[src/rtl/mic_pkg.sv]
// mic_pkg: shared constants and saturating output shift for the PDM mic front end.
package mic_pkg;
    localparam int PCM_W         = 16;
    localparam int PCM_MAX       = 32767;
    localparam int PCM_MIN       = -32768;
    localparam int CLK_DIV_DEF   = 4;
    localparam int DECIM_DEF     = 64;
    localparam int ACC_W_DEF     = 20;
    localparam int OUT_SHIFT_DEF = 3;

    function automatic logic signed [PCM_W-1:0] sat_shift(input logic signed [31:0] v, input int sh);
        logic signed [31:0] s;
        s = v >>> sh;
        return (s > PCM_MAX) ? PCM_W'(PCM_MAX) : (s < PCM_MIN) ? PCM_W'(PCM_MIN) : s[PCM_W-1:0];
    endfunction
endpackage

[src/rtl/pdm_mic_clkgen.sv]
// pdm_mic_clkgen: phase counter producing the mic bit clock and the per-bit capture strobe.
module pdm_mic_clkgen
    import mic_pkg::*;
#(
    parameter int CLK_DIV = CLK_DIV_DEF
) (
    input  logic clk_12m288,
    input  logic resetn,
    input  logic enable_i,
    output logic mic_clk_o,
    output logic bit_ce_o
);
    localparam int PW = $clog2(CLK_DIV);

    logic [PW-1:0] ph_q, ph_d;
    logic          mic_clk_q;

    always_comb ph_d = !enable_i ? '0 : (ph_q == PW'(CLK_DIV - 1)) ? '0 : ph_q + 1'b1;

    // mic_clk is registered from the next phase so it tracks ph without a combinational glitch
    always_ff @(posedge clk_12m288 or negedge resetn) begin
        if (!resetn) begin
            ph_q      <= '0;
            mic_clk_q <= 1'b0;
        end else begin
            ph_q      <= ph_d;
            mic_clk_q <= enable_i && (ph_d < PW'(CLK_DIV / 2));
        end
    end

    assign mic_clk_o = mic_clk_q;
    assign bit_ce_o  = enable_i && (ph_q == PW'(CLK_DIV - 1));
endmodule

[src/rtl/pdm_mic_capture.sv]
// pdm_mic_capture: PDM mic front end - bit clock, 3rd-order CIC decimator to 16-bit PCM,
// and a one-entry valid/ready output buffer with sticky overrun.
module pdm_mic_capture
    import mic_pkg::*;
#(
    parameter int CLK_DIV   = CLK_DIV_DEF,
    parameter int DECIM     = DECIM_DEF,
    parameter int ACC_W     = ACC_W_DEF,
    parameter int OUT_SHIFT = OUT_SHIFT_DEF
) (
    input  logic                    clk_12m288,
    input  logic                    resetn,
    input  logic                    enable,
    output logic                    mic_clk,
    output logic                    mic_lrsel,
    input  logic                    mic_data,
    output logic signed [PCM_W-1:0] pcm_data,
    output logic                    pcm_valid,
    input  logic                    pcm_ready,
    output logic                    overrun
);
    localparam int BW = $clog2(DECIM);

    logic                    bit_ce, wrap, dec_ce_q, valid_q, ovr_q;
    logic [1:0]              sync_q;
    logic [BW-1:0]           bcnt_q;
    logic signed [ACC_W-1:0] x, i1_q, i2_q, i3_q, i1_d, i2_d, i3_d, d1_q, d2_q, d3_q, c1, c2, c3;
    logic signed [PCM_W-1:0] pcm_q, y;

    pdm_mic_clkgen #(.CLK_DIV(CLK_DIV)) u_clkgen (
        .clk_12m288(clk_12m288),
        .resetn    (resetn),
        .enable_i  (enable),
        .mic_clk_o (mic_clk),
        .bit_ce_o  (bit_ce)
    );

    // integrators chain on the freshly updated stage so the CIC has no extra bit latency
    always_comb begin
        x    = {{(ACC_W-1){~sync_q[1]}}, 1'b1};
        i1_d = i1_q + x;
        i2_d = i2_q + i1_d;
        i3_d = i3_q + i2_d;
        c1   = i3_q - d1_q;
        c2   = c1 - d2_q;
        c3   = c2 - d3_q;
        y    = sat_shift(32'(c3), OUT_SHIFT);
        wrap = bit_ce && (bcnt_q == '1);
    end

    always_ff @(posedge clk_12m288 or negedge resetn) begin
        if (!resetn) begin
            sync_q   <= '0;
            bcnt_q   <= '0;
            dec_ce_q <= 1'b0;
            i1_q     <= '0;
            i2_q     <= '0;
            i3_q     <= '0;
            d1_q     <= '0;
            d2_q     <= '0;
            d3_q     <= '0;
            pcm_q    <= '0;
            valid_q  <= 1'b0;
            ovr_q    <= 1'b0;
        end else begin
            sync_q   <= {sync_q[0], mic_data};
            dec_ce_q <= wrap;
            if (!enable) begin
                bcnt_q <= '0;
                i1_q   <= '0;
                i2_q   <= '0;
                i3_q   <= '0;
                d1_q   <= '0;
                d2_q   <= '0;
                d3_q   <= '0;
            end else begin
                if (bit_ce) begin
                    bcnt_q <= bcnt_q + 1'b1;
                    i1_q   <= i1_d;
                    i2_q   <= i2_d;
                    i3_q   <= i3_d;
                end
                if (dec_ce_q) begin
                    d1_q <= i3_q;
                    d2_q <= c1;
                    d3_q <= c2;
                end
            end
            // a full buffer not drained this cycle keeps its sample and flags the new one as lost
            if (dec_ce_q && (!valid_q || pcm_ready)) pcm_q <= y;
            if (dec_ce_q) begin
                if (valid_q && !pcm_ready) ovr_q <= 1'b1;
                else valid_q <= 1'b1;
            end else if (pcm_ready) begin
                valid_q <= 1'b0;
            end
        end
    end

    assign mic_lrsel = 1'b0;
    assign pcm_data  = pcm_q;
    assign pcm_valid = valid_q;
    assign overrun   = ovr_q;
endmodule
[config.mk]
export PLATFORM = sky130hd
export DESIGN_NAME = pdm_mic_capture
export DESIGN_NICKNAME = d
export VERILOG_FILES = /design/src/rtl/mic_pkg.sv /design/src/rtl/pdm_mic_clkgen.sv /design/src/rtl/pdm_mic_capture.sv
export SDC_FILE = /design/constraint.sdc
export NUM_CORES = 1
export LEC_CHECK = 0
export ABC_AREA = 1
export CELL_PAD_IN_SITES_DETAIL_PLACEMENT = 0
export CELL_PAD_IN_SITES_GLOBAL_PLACEMENT = 1
export CORE_ASPECT_RATIO = 1.5
export CORE_MARGIN = 2
export CORE_UTILIZATION = 48
export DETAILED_ROUTE_END_ITERATION = 7
export PLACE_DENSITY_LB_ADDON = 0.08
export SETUP_SLACK_MARGIN = 0.5
export SLEW_MARGIN = 40
export SYNTH_ARGS = -nofsm -noshare
export SYNTH_HDL_FRONTEND = slang
export SYNTH_SLANG_ARGS = --single-unit
[constraint.sdc]
create_clock -name clk_12m288 -period 5.3 [get_ports clk_12m288]
set_input_delay 1.325 -clock clk_12m288 [delete_from_list [all_inputs] [get_ports clk_12m288]]
set_output_delay 1.325 -clock clk_12m288 [all_outputs]
set_load 0.02 [all_outputs]
==> results.txt, run 1 <==
Power Dens Cells: 637.7 mW/mm2
Critical path endpoint category: register
Count of clock tree sinks: 150
Post-synth top area cell: sky130_fd_sc_hd__dfrtp_1
Minimum clock period: 4957 ps
Most used flip-flop cell after synthesis: sky130_fd_sc_hd__dfrtp_1
Design area: 0.01540 mm2
Antenna-violating nets left: 0
Initial Utilization: 0.4874
Mean instance size in the synthesized netlist: 7.508 um2
Largest cells by area after synthesis: sky130_fd_sc_hd__dfrtp_1 (33%), sky130_fd_sc_hd__ha_1 (12%), sky130_fd_sc_hd__nand2_1 (12%), sky130_fd_sc_hd__inv_1 (6.8%), sky130_fd_sc_hd__a21oi_1 (5.7%)
Number of enable flip-flop cells after synthesis: 0
Clock root buffer: sky130_fd_sc_hd__clkbuf_16
Status: complete, no violations
Total global-route track usage: 0.2738
Final estimated routing congestion in global placement: 0.8930
Summed instance area of the synthesized netlist: 0.01149 mm2
Die Area: 0.02521 mm2
Pin slew with the least headroom to its limit: 814.3 ps
Fraction of final layout cells sized beyond drive strength 1: 0.2600
Most used cell along the critical path: sky130_fd_sc_hd__nand2_1
Final hold slack: 364.6 ps
Post-Synthesis Net Count: 1,654
Overall power of the completed layout: 9.820 mW
Number of buffers created by CTS: 17
First-pass GRT wire length: 53.79 mm
Number of antenna violations at the first check in global routing: 0
Drt first pass iters: 5
Final setup violation count: 0
Max Clock Skew: 8.048 ps
Remaining max-slew budget at the tightest pin: 0.4566
Pin count of the biggest net entering global routing: 96
Cell family contributing the most delay on the critical path: simple AND/OR/NAND/NOR gates
Height of the die: 193.5 um
Slowest stage cell on the critical path: sky130_fd_sc_hd__dfrtp_1
Part of the cycle the worst path needs: 0.9353
Maximum vdd drop: 1029 uV
Critical path required time: 5620 ps
Number of input and output port buffers inserted: 23
Worst-case clock buffer depth: 2
Crit path max fanout: 8
Post-synthesis to final-layout area growth: 34.06%
Total routed wirelength: 34.51 mm
Buf/Inv on CP: 7
Skew-Pair Late Insertion Delay: 430 ps
Crit path kind: reg2reg
Critical Path AT: 5280 ps
Number of global-route vias before repair: 11,440
Leakage power of the design: 7.607 nW
Total I/O pin count: 25
Post-DR vias/cell: 5.387
Achievable clock frequency: 0.2017 GHz
Total placed instance area: 0.01282 mm2
Depth of the CTS H-tree: 4
Total via count after detailed routing: 11,020
Number of cells produced by synthesis: 1,530
Number of nets in the layout: 1,840
DRC violations left: 0
Number of different library cells in the post-synthesis netlist: 51
Number of register bits inferred by synthesis: 150
Sum of negative setup slack: 0 ps
Portion of synthesized cell area occupied by the leading cell type: 0.3268
CP Launch Type: register
Path class of the lowest-slack min-delay path: reg2reg
Fraction of the yosys area taken by sequential cells: 0.3268
TritonCTS clock tree: built
Synthesis warning total: 0
Clock input transition at the sequential cells of the worst setup and hold paths: 60 ps
Detail-routed net length per standard cell: 16.86 um
Initial DRC Count: 471
Delay of the slowest cell on the worst path: 390 ps
Horizontal die dimension: 130.3 um
Std-Cell Core Area: 0.02357 mm2
Max Transition Viols Final: 0
Asr flop ratio synth: 1.000
Aggregate global routing overflow: 0
Placement Rows: 69
Max-cap violation count: 0
Count of endpoints failing hold in the final timing report: 0
Final core occ: 0.6534
Antenna fix cells: 0
Placed wire-length estimate: 25.16 mm
Setup repair after global routing missed its margin: yes
==> cells in the mapped netlist (2+ instances only) <==
cell	count
sky130_fd_sc_hd__o21bai_1	11
sky130_fd_sc_hd__a21boi_1	2
sky130_fd_sc_hd__nor3_1	15
sky130_fd_sc_hd__xnor2_1	26
sky130_fd_sc_hd__fa_1	5
sky130_fd_sc_hd__o21a_1	2
sky130_fd_sc_hd__o21ai_1	10
sky130_fd_sc_hd__dfrtp_1	150
sky130_fd_sc_hd__o21ai_0	112
sky130_fd_sc_hd__nor4_1	4
sky130_fd_sc_hd__buf_1	2
sky130_fd_sc_hd__and2_1	2
sky130_fd_sc_hd__nand2_1	367
sky130_fd_sc_hd__o211ai_1	9
sky130_fd_sc_hd__a21o_1	15
sky130_fd_sc_hd__a31oi_1	6
sky130_fd_sc_hd__ha_1	114
sky130_fd_sc_hd__clkbuf_1	25
sky130_fd_sc_hd__a32o_1	2
sky130_fd_sc_hd__a22o_1	23
sky130_fd_sc_hd__nand3b_1	3
sky130_fd_sc_hd__buf_6	3
sky130_fd_sc_hd__nand4_1	23
sky130_fd_sc_hd__xor2_1	58
sky130_fd_sc_hd__nor2_4	3
sky130_fd_sc_hd__nand3_2	4
sky130_fd_sc_hd__nor2_1	64
sky130_fd_sc_hd__inv_1	207
sky130_fd_sc_hd__or2_2	3
sky130_fd_sc_hd__nand2_2	4
sky130_fd_sc_hd__inv_2	3
sky130_fd_sc_hd__o22ai_1	23
sky130_fd_sc_hd__a21oi_1	130
sky130_fd_sc_hd__nand3_1	75
sky130_fd_sc_hd__o31ai_1	8
sky130_fd_sc_hd__a21boi_0	2
==> timing repair <==
item                       in CTS  in global routing
setup buffers                  47                 14
setup endpoints to repair      23                 24
hold buffers                    0                  0
gates cloned                    2                  0
gates resized for setup       131                168
pin swaps                      74                 81
==> cells in the final DEF (no fill, tap or decap), types with 11 or more instances in the layout <==
cell	instances
sky130_fd_sc_hd__o21ai_0	89
sky130_fd_sc_hd__nor2_1	53
sky130_fd_sc_hd__xor2_2	13
sky130_fd_sc_hd__a21oi_1	98
sky130_fd_sc_hd__nand3_1	66
sky130_fd_sc_hd__o22ai_1	23
sky130_fd_sc_hd__inv_2	18
sky130_fd_sc_hd__buf_4	170
sky130_fd_sc_hd__a21o_1	15
sky130_fd_sc_hd__o21ai_1	17
sky130_fd_sc_hd__a22o_1	23
sky130_fd_sc_hd__nand3_2	11
sky130_fd_sc_hd__a21oi_4	12
sky130_fd_sc_hd__o21ai_2	12
sky130_fd_sc_hd__dfrtp_1	149
sky130_fd_sc_hd__nand2_1	322
sky130_fd_sc_hd__nand4_1	23
sky130_fd_sc_hd__inv_1	188
sky130_fd_sc_hd__a21oi_2	20
sky130_fd_sc_hd__clkdlybuf4s50_1	22
sky130_fd_sc_hd__xnor2_1	20
sky130_fd_sc_hd__nand2_2	42
sky130_fd_sc_hd__ha_4	36
sky130_fd_sc_hd__ha_1	74
sky130_fd_sc_hd__clkbuf_16	17
sky130_fd_sc_hd__xor2_1	41
==> worst register-to-register path: cells and delay by family (launching register included) <==
kind	cells	cell delay [ps]
AOI/OAI and AO/OA	3	580
DFF	1	390
xor gates and xnor gates	1	120
buffers and inverters	7	690
and+or+nand+nor	18	2020
adders and majority gates	4	1050
==> report_power, final <==
group | switching (mW) | internal, mW
Clock | 0.504 | 0.758
Combinational | 4.24 | 3.12
Sequential | 0.0267 | 1.17
Total | 4.77 | 5.05
==> final timing paths <==
check                                     from                 endpoint  slack (ps)  depth (start not counted)
max                        i3_q[0]$_DFFE_PN0P_  pcm_data[1]$_DFFE_PN0P_         340                         33
max in group asynchronous               resetn     d1_q[16]$_DFFE_PN0P_        3490                          3
max reg2reg                i3_q[0]$_DFFE_PN0P_  pcm_data[1]$_DFFE_PN0P_         340                         33
min reg2reg                sync_q[0]$_DFF_PN0_      sync_q[1]$_DFF_PN0_         360                          0
min in group asynchronous               resetn  pcm_data[1]$_DFFE_PN0P_         750                          1
min                        sync_q[0]$_DFF_PN0_      sync_q[1]$_DFF_PN0_         360                          0
==> layer usage <==
layer / vias to the layer above / GRT usage / wire (um)
li1: 5495 / - / -
met2: 179 / 0.5497 / 19460
met3: 124 / 0.02987 / 505
met4: 0 / 0.1593 / 2318
met5: - / 0 / 0
met1: 5223 / 0.2529 / 12220
==> registers in the layout (all words and copies together), names as in the netlist, 2 cells and up <==
register	cells
i1_q	20
sync_q	2
d3_q	20
i2_q	20
bcnt_q	6
i3_q	20
pcm_data	16
u_clkgen.ph_q	2
d2_q	20
d1_q	20
==> logic make-up after synthesis <==
kind of cell | Yosys count | synth area share
AO/OA/AOI/OAI | 361 | 0.1815
AND/OR/NAND/NOR | 572 | 0.2127
buffers and inverters | 243 | 0.08180
adder cells (fa/ha/maj) | 119 | 0.1329
flip-flops | 150 | 0.3268
XOR/XNOR | 84 | 0.06405
other | 1 | 0.0003264
==> layout make-up <==
type	count	area, um2
clock buffers	21	460.4
repair buffers	197	1582
multi-input cells	1139	8269
well taps	319	399.1
inverters	211	807.0
flip-flops and latches	150	3755
clock inverters	9	127.6
fillers	2058	8169
==> through the flow <==
step | worst slack (ps) | std cells
2_1_floorplan | 566.5 | 1530
3_3_place_gp | -210.8 | 1952
3_5_place_dp | -360.2 | 1952
4_1_cts | 308.4 | 2031
5_1_grt | 15.92 | 2046
6_report | 343.1 | 2046
(Power assumes the default switching activity.)
==> run 2: changes to the inputs <==
CAP_MARGIN = 20   (was default)
==> results of run 2 <==
The final DEF is identical to that of run 1; final timing and power are the same.
